==> src/rtl/flasher_pkg.sv <==
`default_nettype none
// ============================================================================
// flasher_pkg : shared state codes, lamp milestones and direction decode
// Rev 1.0
// ============================================================================
package flasher_pkg;

   localparam int STATE_W    = 3;
   localparam int N_LAMP_DEF = 16;

   localparam logic [STATE_W-1:0] ST_IDLE = 3'd0;
   localparam logic [STATE_W-1:0] ST_UP6  = 3'd1;
   localparam logic [STATE_W-1:0] ST_DN0A = 3'd2;
   localparam logic [STATE_W-1:0] ST_UP11 = 3'd3;
   localparam logic [STATE_W-1:0] ST_DN5  = 3'd4;
   localparam logic [STATE_W-1:0] ST_UP16 = 3'd5;
   localparam logic [STATE_W-1:0] ST_DN0B = 3'd6;

   localparam logic [15:0] LAMP_5   = 16'h001F;
   localparam logic [15:0] LAMP_6   = 16'h003F;
   localparam logic [15:0] LAMP_11  = 16'h07FF;
   localparam logic [15:0] LAMP_ALL = 16'hFFFF;

   typedef enum logic [1:0] {
      DIR_CLEAR = 2'd0,
      DIR_UP    = 2'd1,
      DIR_DOWN  = 2'd2
   } dir_e;

   // Odd codes climb, even non-zero codes descend; idle and the illegal 7 clear.
   function automatic dir_e decode_dir(input logic [STATE_W-1:0] code);
      dir_e d;
      case (code)
         ST_UP6, ST_UP11, ST_UP16:  d = DIR_UP;
         ST_DN0A, ST_DN5, ST_DN0B:  d = DIR_DOWN;
         default:                   d = DIR_CLEAR;
      endcase
      return d;
   endfunction

endpackage
`default_nettype wire

==> src/rtl/flick_debounce.sv <==
`default_nettype none
// ============================================================================
// flick_debounce : 2-flop synchronizer followed by a stable-count filter
// Rev 1.0
// ============================================================================
module flick_debounce #(
   parameter int DEB_CYCLES = 4
) (
   input  logic clk,
   input  logic rst,
   input  logic flick_raw,
   output logic flick
);

   localparam int CNT_W = (DEB_CYCLES > 1) ? $clog2(DEB_CYCLES) : 1;

   logic [1:0]       sync_q;
   logic [CNT_W-1:0] cnt;
   logic             synced;

   assign synced = sync_q[1];

   always_ff @(posedge clk) begin
      if (rst) begin
         sync_q <= 2'b00;
         cnt    <= '0;
         flick  <= 1'b0;
      end else begin
         sync_q <= {sync_q[0], flick_raw};
         if (synced == flick) begin
            cnt <= '0;
         end else if (cnt == CNT_W'(DEB_CYCLES - 1)) begin
            // This edge is the DEB_CYCLES-th consecutive disagreeing sample.
            flick <= synced;
            cnt   <= '0;
         end else begin
            cnt <= cnt + CNT_W'(1);
         end
      end
   end

endmodule
`default_nettype wire

==> src/rtl/flasher_lamp_driver.sv <==
`default_nettype none
// ============================================================================
// flasher_lamp_driver : prescaled up/down/clear lamp level with thermometer out
// Rev 1.0
// ============================================================================
module flasher_lamp_driver
   import flasher_pkg::*;
#(
   parameter int N_LAMP     = N_LAMP_DEF,
   parameter int TICK_DIV   = 1,
   parameter int DEB_CYCLES = 4
) (
   input  logic                         clk,
   input  logic                         rst,
   input  logic [STATE_W-1:0]           current,
   input  logic                         flick_raw,
   output logic [N_LAMP-1:0]            lamp,
   output logic [$clog2(N_LAMP+1)-1:0]  level,
   output logic                         step,
   output logic                         flick
);

   localparam int LVL_W = $clog2(N_LAMP + 1);
   localparam int PC_W  = (TICK_DIV > 1) ? $clog2(TICK_DIV) : 1;

   dir_e              dir;
   logic [PC_W-1:0]   pcnt;
   logic [PC_W-1:0]   pcnt_nxt;
   logic              tick;
   logic [LVL_W-1:0]  level_nxt;
   logic [N_LAMP-1:0] lamp_nxt;

   always_comb begin
      dir       = decode_dir(current);
      tick      = (pcnt == PC_W'(TICK_DIV - 1));
      pcnt_nxt  = pcnt + PC_W'(1);
      level_nxt = level;
      case (dir)
         DIR_UP: begin
            if (tick && (level != LVL_W'(N_LAMP)))
               level_nxt = level + LVL_W'(1);
         end
         DIR_DOWN: begin
            if (tick && (level != '0))
               level_nxt = level - LVL_W'(1);
         end
         default: begin
            level_nxt = '0;
         end
      endcase
      // Clearing states hold the prescaler so the first step lands TICK_DIV edges in.
      if ((dir == DIR_CLEAR) || tick)
         pcnt_nxt = '0;
   end

   for (genvar i = 0; i < N_LAMP; i++) begin : g_therm
      assign lamp_nxt[i] = (level_nxt > LVL_W'(i));
   end

   always_ff @(posedge clk) begin
      if (rst) begin
         pcnt  <= '0;
         level <= '0;
         lamp  <= '0;
         step  <= 1'b0;
      end else begin
         pcnt  <= pcnt_nxt;
         level <= level_nxt;
         lamp  <= lamp_nxt;
         step  <= (level_nxt != level);
      end
   end

   flick_debounce #(
      .DEB_CYCLES (DEB_CYCLES)
   ) u_debounce (
      .clk       (clk),
      .rst       (rst),
      .flick_raw (flick_raw),
      .flick     (flick)
   );

endmodule
`default_nettype wire

==> config.mk <==
export PLATFORM = sky130hd
export DESIGN_NAME = flasher_lamp_driver
export DESIGN_NICKNAME = d
export VERILOG_FILES = /design/src/rtl/flasher_pkg.sv /design/src/rtl/flick_debounce.sv /design/src/rtl/flasher_lamp_driver.sv
export SDC_FILE = /design/constraint.sdc
export NUM_CORES = 1
export LEC_CHECK = 0
export CAP_MARGIN = 20
export CORE_MARGIN = 3
export CORE_UTILIZATION = 46
export DETAILED_ROUTE_END_ITERATION = 6
export PLACE_DENSITY = 0.75
export REMOVE_ABC_BUFFERS = 1
export SYNTH_ARGS = -nofsm -noshare
export SYNTH_HDL_FRONTEND = slang
export SYNTH_HIERARCHICAL = 1
export SYNTH_SLANG_ARGS = --single-unit
export TNS_END_PERCENT = 50
==> constraint.sdc <==
create_clock -name clk -period 2.4 [get_ports clk]
set_input_delay 0.48 -clock clk [delete_from_list [all_inputs] [get_ports clk]]
set_output_delay 0.48 -clock clk [all_outputs]
set_load 0.02 [all_outputs]
Yosys cells after proc, flatten, opt, wreduce, memory -nomap -nowiden --
Index checks and enable logic that the tools add are counted.
Storage, ports and cells: register bits after elaboration 28, logic and storage cells 55
Cells by class: add/subtract/negate cells 4, magnitude comparators 16, equality and inequality tests 12, multiplexer cells 4, bitwise operators 2, reductions and logical operators 10
Operators with widths (number):
- 5-bit by 4-bit greater-than comparator with 1-bit output (second input constant) | 8
- 5-bit by 3-bit greater-than comparator with 1-bit output (second input constant) | 4
- 5-bit by 1-bit greater-than comparator with 1-bit output (second input constant) | 2
- 5-bit by 2-bit greater-than comparator with 1-bit output (second input constant) | 2
- 5-bit two-way mux | 2
- 5-bit case mux with 2 select lines | 1
- 3-bit equality test (second input constant) | 3
- 3-bit OR reduction | 3
- 3-bit by 2-bit equality test with 1-bit output (second input constant) | 2
- 5-bit by 1-bit adder with 5-bit output (second input constant) | 1
- 5-bit inequality test | 1
- 5-bit inequality test (second input constant) | 1
- 5-bit nonzero test | 1
- 5-bit by 1-bit subtractor with 5-bit output (second input constant) | 1
- 2-bit equality test (second input constant) | 2
- 2-bit case mux with 2 select lines | 1
- 3-bit by 1-bit equality test with 1-bit output (second input constant) | 1
- 2-bit by 1-bit adder with 2-bit output (second input constant) | 1
- 2-bit by 1-bit equality test with 1-bit output (second input constant) | 1
- 1-bit logical AND | 2
- 2-bit zero test | 1
- 1-bit NOT | 2
- 2-bit AND reduction | 1
- 2-bit OR reduction | 1
- 3 further kinds | 3

Longest topological paths before layout --
word-level depth 6, depth in mapped cells 11, depth with buffers taken out 10

Hierarchy --
Netlist, hierarchy kept.
Modules (own cells, without submodules):
- flasher_lamp_driver | instances 1, cells an instance 160, area each 1358.8 µm², seq. area each 460.4 µm²
- flick_debounce | instances 1, cells an instance 13, area each 168.9 µm², seq. area each 100.1 µm²

Least setup slack after synthesis --
Ideal clock, no wire load.
kind reg2reg, from reg level[1], to reg lamp[10], arrival time 2.184 ns, path slack 0.097 ns, cell stages (with the launch flop) 10, cell sequence dfxtp_1 -> inv_1 -> ha_1 -> buf_4 -> or4b_1 -> a22oi_2 -> o22ai_2 -> nor2_1 -> nand3_1 -> o31a_1
On the way: word-level cells in the longest chain between the ends 5, elaborated cells between the ends (all ways) 10, those cells by class add/sub: 2; order compare: 1; eq/ne: 1; mux: 3; reduce/logical: 3
RTL lines:
- start: declaration | line flasher_lamp_driver.sv:18 | output logic [$clog2(N_LAMP+1)-1:0] level,
- start signal: assignment | line flasher_lamp_driver.sv:68 | level <= level_nxt;
- parallel branches: the longest is 3 deep, another holds 5-bit by 1-bit subtractor with 5-bit output
- 5-bit case mux with 2 select lines * | line flasher_lamp_driver.sv:38 | case (dir)
- 5-bit by 4-bit greater-than comparator with 1-bit output * | line flasher_lamp_driver.sv:57 | assign lamp_nxt[i] = (level_nxt > LVL_W'(i));
- end signal: assignment | line flasher_lamp_driver.sv:69 | lamp <= lamp_nxt;
- end: declaration | line flasher_lamp_driver.sv:17 | output logic [N_LAMP-1:0] lamp,
Mark *: on every way between the ends. A chain may end at the register's enable or synchronous reset.

Worst setup path in the final report --
from in current[2], to reg lamp[12]
On the way: word-level cells in the longest chain between the ends 6, elaborated cells between the ends (all ways) 13, those cells by class order compare: 1; eq/ne: 8; mux: 2; reduce/logical: 2
RTL lines:
- start: declaration | line flasher_lamp_driver.sv:15 | input logic [STATE_W-1:0] current,
- 3-bit by 2-bit equality test with 1-bit output (tied with other cells) | line flasher_pkg.sv:33 | case (code)
- 3-bit OR reduction | line flasher_pkg.sv:33
- 2-bit case mux with 2 select lines * | line flasher_pkg.sv:33
- 2-bit equality test or 2-bit by 1-bit equality test with 1-bit output (tied branches) | line flasher_lamp_driver.sv:38
- 5-bit case mux with 2 select lines * | line flasher_lamp_driver.sv:38
- 5-bit by 4-bit greater-than comparator with 1-bit output * | line flasher_lamp_driver.sv:57
Every way passes the cells marked *; elsewhere a longest branch is shown, timed or not.

==> impl_results.md <==
- Vias in the first global route: 1421
- Power Dens Cells: 432 nW/um^2
- GRT overflow: 0
- Core ar.: 3100 um^2
- Longest Clk Path Bufs: 2
- # DRC: 0
- Largest net degree at the start of global routing: 17
- Row count: 20
- Vias: 1480
- M3 GR Usage: 4.10%
- Final worst-path cycle share: 96.4%
- Synth warnings: 6
- Clock power share: 32.7%
- Critical Path RT: 2.63 ns
- Via density per instance: 5.38
- Most frequent CP cell: buf_4
- Met2 Use GR: 34.9%
- Global route hottest layer: met2
- CTS tree: yes
- Die width: 63.6 um
- Fin nets: 244
- Clock Skews: 0.000882 ns
- Startpoint Class: input pin
- ANT cells: 0
- Layout Cells excl Fill: 275
- Max-cap violations: 0
- Post-Route WL: 4220 um
- Max FO, Critical Path: 10
- Max Fclk: 432 MHz
- Fraction of registers with async set/reset: 0%
- Final Power: 0.000943 W
- Worst-path cell chain: clkdlybuf4s50_1 > nor2_1 > or2_4 > ha_4 > buf_4 > a22o_2 > a21o_2 > buf_4 > o21ai_1 > a21oi_1
- Net switching power: 0.000226 W
- Core Util, Final: 70.4%
- Clock root cell: clkbuf_4
- Crit path arrival time: 2.55 ns
- IO Count: 29
- Sw frac: 24.0%
- Post-synth top flop: dfxtp_1
- Num CTS Buffers: 3
- Final setup fails: 0
- Status: finished clean
- Post-synthesis sequential area ratio: 36.7%
- First-pass detailed-route iteration total: 4
- Crit path time final: 2.31 ns
- Chip Height: 63.6 um
- CP Class: input pin to flop
- Post-Syn Area: 1530 um^2
- DR WL/cell: 15.3 um
- Initial antenna violation count: 0
- Fin. max-slew vios: 0
- CP Capture Type: flop
- CTS Sinks: 28
- Most common cell after layout, fill and taps aside: buf_4
- DP Cell Count: 267
- Yosys cell types: 53
- Initial core utilization: 49.2%
- Die ar.: 4050 um^2
- Worst skew pair latency: 0.33 ns
- Sequential power share: 50.4%
- FF+latch count, synth: 28
- Endpoints failing hold: 0
- Cells after Synth: 173
- Met1 usage: 29.7%
- Leak: 0.844 nW
- Global Route Usage Sum: 21.7%
- Clock transition at path regs: 0.14 ns
- Layout cells sized above 1: 29.4%
- RSZ-0062 raised after global routing: false
- Post-synth EDFFs: 0
- DP HPWL: 3190 um
- Iteration-0 DRC Markers: 78
- First-pass GRT wire length: 7100 um
- Routed Antenna Nets: 0
- Commonest non-fill, non-tap cells in the layout: 34 x buf_4, 28 x clkdlybuf4s50_1, 28 x dfxtp_1
- Global placement routability congestion: 0.986
- Worst Hold Class: flop to flop
- Largest stage delay, worst path: 0.49 ns
- Slowest cell on crit path: clkdlybuf4s50_1
- Logic pwr share: 16.9%
- Worst-case vdd ir drop: 0.466 mV
- H-tree depth: 1
- P_int: 0.000717 W
- Mean post-synth cell area: 8.83 um^2
- Area grow syn2layout: 42.9%
- I/O Buffers: 28
==> flip-flops by register name (all words and copies together), names as in the netlist <==
signal and cells:
lamp 16, u_debounce/flick 1, u_debounce/sync_q 2, pcnt 1, u_debounce/cnt 2, level 5, step 1
==> power groups by stage <==
| stage | Sequential, W | Combinational, W | Clock [W] |
|---|---|---|---|
| after floorplan | 0.000488 | 0.0000721 | 0 |
| after global placement | 0.000485 | 0.000140 | 0 |
| after detailed placement | 0.000485 | 0.000141 | 0 |
| after CTS | 0.000475 | 0.000146 | 0.000314 |
| after global routing | 0.000476 | 0.000174 | 0.000330 |
| final | 0.000475 | 0.000160 | 0.000308 |
==> per-layer routing <==
metal	part of all wire, %	wire (um)
met1	43	1820
met2	49	2050
met3	6.7	281
met4	1.6	68
met5	0	0
==> cells by family (layout without fill, tap and decap cells) <==
group / after synthesis / count (layout) / synth area share, %
compound gates: 50 / 50 / 24.9
xor+xnor: 1 / 1 / 0.573
fa+ha+maj: 6 / 6 / 4.91
buf+inv: 21 / 79 / 7.62
flops: 28 / 28 / 36.7
mux: 2 / 2 / 1.39
other cells: 1 / 1 / 0.245
simple gates: 64 / 64 / 23.7
==> worst max-delay path, delay by kind of cell <==
family,cells,cell delay [ns]
simple gates,2,0.32
fa+ha+maj,1,0.20
buf+inv,3,0.80
compound gates,4,0.73
==> repair_timing <==
item | in CTS | in global routing
hold buffers | 0 | 0
setup buffers | 3 | 1
pin swaps | 2 | 3
setup endpoints to repair | 12 | 13
resized for setup | 8 | 14
==> final timing paths <==
kind,startpoint,to,slack [ns],cells past startpoint
hold / removal,u_debounce/cnt[0]$_SDFF_PP0_,u_debounce/cnt[0]$_SDFF_PP0_,0.45,1
setup / recovery,current[2],lamp[12]$_SDFF_PP0_,0.09,10
hold reg to reg,u_debounce/cnt[0]$_SDFF_PP0_,u_debounce/cnt[0]$_SDFF_PP0_,0.45,1
setup reg to reg,level[0]$_SDFF_PP0_,lamp[12]$_SDFF_PP0_,0.23,9
==> Yosys cell counts, types with 3 or more instances <==
library cell | instances | area share, %
a21o_1 | 3 | 1.5
a21oi_1 | 12 | 3.9
buf_4 | 3 | 1.5
buf_6 | 3 | 2.2
dfxtp_1 | 28 | 37
ha_1 | 6 | 4.9
inv_1 | 13 | 3.2
nand2_1 | 12 | 2.9
nand2b_1 | 5 | 2.0
nand3_1 | 6 | 2.0
nor2_1 | 18 | 4.4
nor2b_1 | 3 | 1.2
o21ai_0 | 13 | 4.3
o22ai_1 | 4 | 1.6
==> through the flow <==
step,setup WS (ns),hold WS [ns],instance area [um^2],setup TNS (ns)
floorplan,0.0731,0.404,1460,0
global placement,-0.428,0.415,2020,-6.00
detailed placement,-0.569,0.433,2020,-7.59
CTS,0.00791,0.453,2110,0
global route,0.0215,0.474,2180,0
finish,0.0858,0.446,2180,0
==> cell type report <==
class / instances / area, um^2
Clock buffer: 3 / 22.5
Clock inverter: 1 / 30.0
Fill cell: 258 / 920
Inverter: 13 / 48.8
Multi-Input combinational cell: 124 / 931
Sequential cell: 28 / 561
Tap cell: 44 / 55.1
Timing Repair Buffer: 62 / 536
Note: power is estimated with default switching activity, not from simulation.
